==> src/rtl/cpu_sequencer.sv <==
// ============================================================================
// cpu_sequencer
// ----------------------------------------------------------------------------
// Multi-cycle control unit for the 4-bit accumulator processor. Each
// instruction runs in three states, FETCH -> EXEC -> WB. All datapath
// strobes for an instruction are asserted together, for one cycle, in WB.
//
// Build option:
//   SEQ_ILLEGAL_TRAP_EN  When defined, opcodes 0x9-0xE trap. The sequencer
//                        goes EXEC -> HALT with no write-back and sets the
//                        sticky `illegal` flag. When undefined, those opcodes
//                        execute as NOP and `illegal` is tied to 0.
//
// Ports:
//   clk      in   system clock, rising-edge active
//   rst      in   asynchronous, active-low reset
//   run      in   level, 1 = execute continuously
//   step     in   pulse, runs one instruction when idle and run=0
//   opcode   in   [3:0] upper ROM nibble at the current PC
//   zero     in   register output equals 4'h0 (sampled in WB by JZ)
//   pc_inc   out  PC increments at this edge
//   pc_load  out  PC loads the immediate nibble at this edge
//   acc_ce   out  accumulator write enable
//   reg_ce   out  register write enable (captures ALU result)
//   mux_sel  out  1 = immediate into accumulator, 0 = accumulator feedback
//   alu_op   out  [1:0] 00 add, 01 sub, 10 and, 11 or
//   busy     out  1 in FETCH, EXEC or WB
//   halted   out  1 in HALT
//   illegal  out  halted by an undefined opcode (trap build only)
// ============================================================================
module cpu_sequencer (
    input  logic       clk,
    input  logic       rst,
    input  logic       run,
    input  logic       step,
    input  logic [3:0] opcode,
    input  logic       zero,
    output logic       pc_inc,
    output logic       pc_load,
    output logic       acc_ce,
    output logic       reg_ce,
    output logic       mux_sel,
    output logic [1:0] alu_op,
    output logic       busy,
    output logic       halted,
    output logic       illegal
);

    // ------------------------------------------------------------------
    // Opcode map
    // ------------------------------------------------------------------
    localparam logic [3:0] OP_NOP = 4'h0;
    localparam logic [3:0] OP_LDI = 4'h1;
    localparam logic [3:0] OP_ADD = 4'h2;
    localparam logic [3:0] OP_SUB = 4'h3;
    localparam logic [3:0] OP_AND = 4'h4;
    localparam logic [3:0] OP_OR  = 4'h5;
    localparam logic [3:0] OP_MOV = 4'h6;
    localparam logic [3:0] OP_JMP = 4'h7;
    localparam logic [3:0] OP_JZ  = 4'h8;
    localparam logic [3:0] OP_HLT = 4'hF;

    typedef enum logic [2:0] {
        S_IDLE,
        S_FETCH,
        S_EXEC,
        S_WB,
        S_HALT
    } state_t;

    state_t     state;
    state_t     next_state;
    logic [3:0] ir;           // instruction register, loaded in FETCH
    logic       single_step;  // current instruction was started by step

    logic       is_alu_op;
    logic       ir_undef;

    // ALU instructions occupy 0x2..0x5; alu_op is the offset from ADD.
    assign is_alu_op = (ir >= OP_ADD) && (ir <= OP_OR);

`ifdef SEQ_ILLEGAL_TRAP_EN
    localparam logic [3:0] OP_UNDEF_LO = 4'h9;
    localparam logic [3:0] OP_UNDEF_HI = 4'hE;
    assign ir_undef = (ir >= OP_UNDEF_LO) && (ir <= OP_UNDEF_HI);
`else
    // Undefined opcodes fall through to the NOP path, so no trap is needed.
    assign ir_undef = 1'b0;
`endif

    // ------------------------------------------------------------------
    // State, instruction register and step-mode latch
    // ------------------------------------------------------------------
    // NOTE: every register here updates with non-blocking (<=) assignments,
    // so all flops sample the pre-edge values of the others regardless of
    // statement order.
    always_ff @(posedge clk or negedge rst) begin
        if (!rst) begin
            state       <= S_IDLE;
            // NOTE: ir is reset even though FETCH always overwrites it. This
            // keeps the decode outputs defined straight out of reset.
            ir          <= 4'h0;
            single_step <= 1'b0;
        end else begin
            state <= next_state;

            if (state == S_FETCH) begin
                ir <= opcode;
            end

            // Mode is decided only when an instruction starts from IDLE.
            // run has priority over step.
            if (state == S_IDLE) begin
                if (run) begin
                    single_step <= 1'b0;
                end else if (step) begin
                    single_step <= 1'b1;
                end
            end
        end
    end

    // ------------------------------------------------------------------
    // Next-state logic
    // ------------------------------------------------------------------
    // NOTE: next_state gets its default before the case. Without that,
    // any path that leaves it unassigned infers a latch.
    always_comb begin
        next_state = state;
        unique case (state)
            S_IDLE: begin
                if (run || step) begin
                    next_state = S_FETCH;
                end
            end
            S_FETCH: begin
                next_state = S_EXEC;
            end
            S_EXEC: begin
                // A trapped opcode skips WB, so none of its strobes can fire.
                if (ir_undef) begin
                    next_state = S_HALT;
                end else begin
                    next_state = S_WB;
                end
            end
            S_WB: begin
                if (ir == OP_HLT) begin
                    next_state = S_HALT;
                end else if (run && !single_step) begin
                    // Back-to-back FETCH, with no idle cycle between instructions.
                    next_state = S_FETCH;
                end else begin
                    next_state = S_IDLE;
                end
            end
            S_HALT: begin
                // Only reset leaves HALT. run and step are ignored here.
                next_state = S_HALT;
            end
            default: begin
                next_state = S_IDLE;
            end
        endcase
    end

    // ------------------------------------------------------------------
    // Output decode. All outputs come from state and ir, so reset forces
    // them to 0 at once, without waiting for a clock edge.
    // ------------------------------------------------------------------
    always_comb begin
        pc_inc  = 1'b0;
        pc_load = 1'b0;
        acc_ce  = 1'b0;
        reg_ce  = 1'b0;
        mux_sel = 1'b0;
        alu_op  = 2'b00;

        // ALU and mux selects are driven from EXEC so the datapath settles
        // before the WB edge. They hold their values through WB.
        if ((state == S_EXEC) || (state == S_WB)) begin
            mux_sel = (ir == OP_LDI);
            if (is_alu_op) begin
                alu_op = 2'(ir - OP_ADD);
            end
        end

        if (state == S_WB) begin
            unique case (ir)
                OP_NOP: pc_inc = 1'b1;
                OP_LDI: begin
                    acc_ce = 1'b1;
                    pc_inc = 1'b1;
                end
                OP_ADD, OP_SUB, OP_AND, OP_OR: begin
                    reg_ce = 1'b1;
                    pc_inc = 1'b1;
                end
                OP_MOV: begin
                    acc_ce = 1'b1;
                    pc_inc = 1'b1;
                end
                OP_JMP: pc_load = 1'b1;
                OP_JZ: begin
                    // zero is sampled here, in WB, so the branch sees the
                    // register value produced by the previous instruction.
                    pc_load = zero;
                    pc_inc  = !zero;
                end
                OP_HLT: begin
                    // No strobes. Next state is HALT.
                end
                default: begin
                    // 0x9-0xE reach WB only in the non-trap build, where
                    // they execute as NOP.
                    pc_inc = 1'b1;
                end
            endcase
        end
    end

    assign busy   = (state == S_FETCH) || (state == S_EXEC) || (state == S_WB);
    assign halted = (state == S_HALT);

    // ------------------------------------------------------------------
    // Sticky illegal-opcode flag
    // ------------------------------------------------------------------
`ifdef SEQ_ILLEGAL_TRAP_EN
    logic illegal_q;

    always_ff @(posedge clk or negedge rst) begin
        if (!rst) begin
            illegal_q <= 1'b0;
        end else if ((state == S_EXEC) && ir_undef) begin
            illegal_q <= 1'b1;
        end
    end

    assign illegal = illegal_q;
`else
    assign illegal = 1'b0;
`endif

endmodule

==> config.mk <==
export PLATFORM = sky130hd
export DESIGN_NAME = cpu_sequencer
export DESIGN_NICKNAME = d
export VERILOG_FILES = /design/src/rtl/cpu_sequencer.sv
export SDC_FILE = /design/constraint.sdc
export NUM_CORES = 1
export LEC_CHECK = 0
export BUFFER_PORTS_ARGS = -buffer_cell sky130_fd_sc_hd__buf_2
export CAP_MARGIN = 25
export CORE_AREA = 2 2 39 41
export DETAILED_ROUTE_END_ITERATION = 8
export DIE_AREA = 0 0 41 43
export PLACE_DENSITY = 0.69
export SYNTH_ARGS = -nofsm -noshare
export SYNTH_HDL_FRONTEND = slang
export SYNTH_SLANG_ARGS = --single-unit
export TNS_END_PERCENT = 10
==> constraint.sdc <==
create_clock -name clk -period 1.8 [get_ports clk]
set_clock_uncertainty 0.15 [all_clocks]
set_input_delay 0.36 -clock clk [delete_from_list [all_inputs] [get_ports clk]]
set_output_delay 0.36 -clock clk [all_outputs]
set_load 0.005 [all_outputs]
==> metrics.yaml <==
timing:
  hold_viol_final: 0
  setup_viol: 0
  fin_crit_sh_pct: 98.6
  drv_slew: 0
  tns_ps: 0
  fmax_mhz: 563
  hold_slack_ps: 154
  rsz0062_at_grt: "yes"
  fin_crit_ps: 1780
setup_path:
  critical_path_arrival_ps: 1270
  start_kind: "flip-flop"
  worstPathMaxFanout: 7
  required_ps: 1290
  crit_type: "reg2out"
  end_kind: "primary output"
floorplanning:
  chipHeight_um: 43
  start_util_pct: 34.2
  core_um2: 1380
  num_rows: 14
  die_w_um: 41
  dieArea_um2: 1760
  io-pin-count: 19
cells_and_area:
  design_area_um2: 664
  fin_cells: 86
  area_growth_pct: 40.5
  n_antenna_cell: 0
  layout-drive-gt1-share_pct: 58.6
  layout.nets: 81
logic_synthesis:
  syn_area_per_cell_um2: 9.85
  synth_seq_area_share_pct: 42.3
  yosysTopAreaCell: "dfrtp_1"
  synth_area_leaders: "dfrtp_1 (42%), mux2_2 (9.5%), and3b_1 (5.6%), nor2_1 (4.8%), a21oi_1 (4.2%)"
  yosysMostFrequentCell: "dfrtp_1"
  async_reset_ff_share_pct: 100
  syn_nets: 57
  synthTopCellsByCount: "dfrtp_1 (8), nor2_1 (6), a21oi_1 (4), mux2_2 (4), nor3_1 (4)"
  syn_area_um2: 473
  synth-edff-count: 0
  synth_top_area_share_pct: 42.3
  ys_warn_count: 0
  syn_inst: 48
  synth_seq_cells: 8
  yosys.cell_types.count: 22
  synth_ff_type: "dfrtp_1"
global_routing:
  grt_use_total_pct: 12.5
  grt_pass1_wl_um: 1480
  antenna_found_initial: 0
  grt_pass1_vias: 382
  grt_max_degree: 9
  grt.overflow.total: 0
routing:
  via_per_inst: 4.87
  route.detailed.drc: 0
  wl_um: 947
  drt_pass1_iterations: 4
  vias: 419
  drt_iter0_markers: 4
  wl_per_cell_um: 11.0
  drtAntennaViolNets: 0
placed_design:
  dp_hpwl_um: 672
  routabilityCongestion: 0.693
  placedCellCount: 77
  placed_area_um2: 556
  io_buffers: 17
power:
  p_per_area_nw_per_um2: 1650
  power_leakage_nw: 0.303
  peakVddDrop_mv: 0.641
  finalPower_w: 0.00109
clock_network:
  cts_made_buffers: 3
  cts.sinks: 8
  clk_path_buf_depth: 2
  htreeDepth: 1
  path_clk_slew_ps: 50
  clkLatencyLatePin_ps: 260
  cts-root-buf: "clkbuf_4"
  cts_tree: "yes"
status:
  status: "finished clean"
min_path:
  min_path_type: "in2reg"
job:
  drv_cap: 0
## kinds of logic (layout without fill, tap and decap cells)
group / after synthesis / after routing / synth area share, %
AO/OA/AOI/OAI: 6 / 6 / 7.67
other: 1 / 1 / 0.793
flip-flops: 8 / 8 / 42.3
XOR/XNOR: 2 / 2 / 3.70
buffers and inverters: 4 / 26 / 4.76
AND/OR/NAND/NOR: 23 / 23 / 31.2
multiplexers: 4 / 4 / 9.52
## worst max-delay path, stage by stage, from the launching register on
cell	delay, ps
dfrtp_2	470
nor2_4	120
nand4b_1	120
and3b_1	180
buf_2	120
## power breakdown
part           switching [W]  total [W]  internal, W
logic               0.000189   0.000501     0.000313
registers           0.000173   0.000454     0.000280
clock network      0.0000616   0.000138    0.0000763
total               0.000423    0.00109     0.000669
## placed cells by master, fill, tap and decap left out, types with 2 or more instances in the layout
cell	count
nor3_1	3
nand4b_1	2
xnor2_1	2
buf_2	17
dfrtp_1	2
clkbuf_4	3
and3b_1	3
buf_4	5
dfrtp_2	6
nor2_1	5
mux2_2	4
a21oi_1	4
nor3b_4	2
## layout make-up
class,instances,area [um^2]
Timing Repair Buffer,23,133
Fill cell,139,719
Sequential cell,8,208
Clock buffer,3,22.5
Tap cell,16,20.0
Multi-Input combinational cell,36,282
## layer usage
metal  up-vias  wire (um)  global-route usage [%]
met5         -          0                       0
met4         0         18                    10.0
met3         2         52                    2.09
met2        15        462                    18.8
met1       184        413                    14.8
li1        218          -                       -
## final timing paths
path,startpoint,end,slack (ps),depth (start not counted)
max,ir[2]$_DFFE_PN0P_,pc_inc,20,4
min,run,single_step$_DFFE_PN0P_,150,2
max reg2reg,state[2]$_DFFE_PN0P_,ir[2]$_DFFE_PN0P_,220,4
min reg2reg,single_step$_DFFE_PN0P_,single_step$_DFFE_PN0P_,380,2
max in group asynchronous,rst,ir[0]$_DFFE_PN0P_,990,2
min in group asynchronous,rst,state[0]$_DFFE_PN0P_,320,2
## metrics by stage
step	setup slack (ps)	utilization [%]
2_1_floorplan	338	-
3_3_place_gp	222	40.1
3_5_place_dp	200	40.1
4_1_cts	16.0	45.0
5_1_grt	-66.9	48.0
6_report	24.4	48.0
## what timing repair did
action,in CTS,in global routing
cloned,0,0
pin swaps,0,4
buffers inserted,3,2
resized for setup,6,7
endpoints found under the hold margin,8,0
hold buffers,1,0
setup endpoints to repair,7,5
## sequential cells by signal, indices dropped and copies added (netlist names)
name / cells
ir: 4
single_step: 1
state: 3
Power figures use the tool's default switching activity.
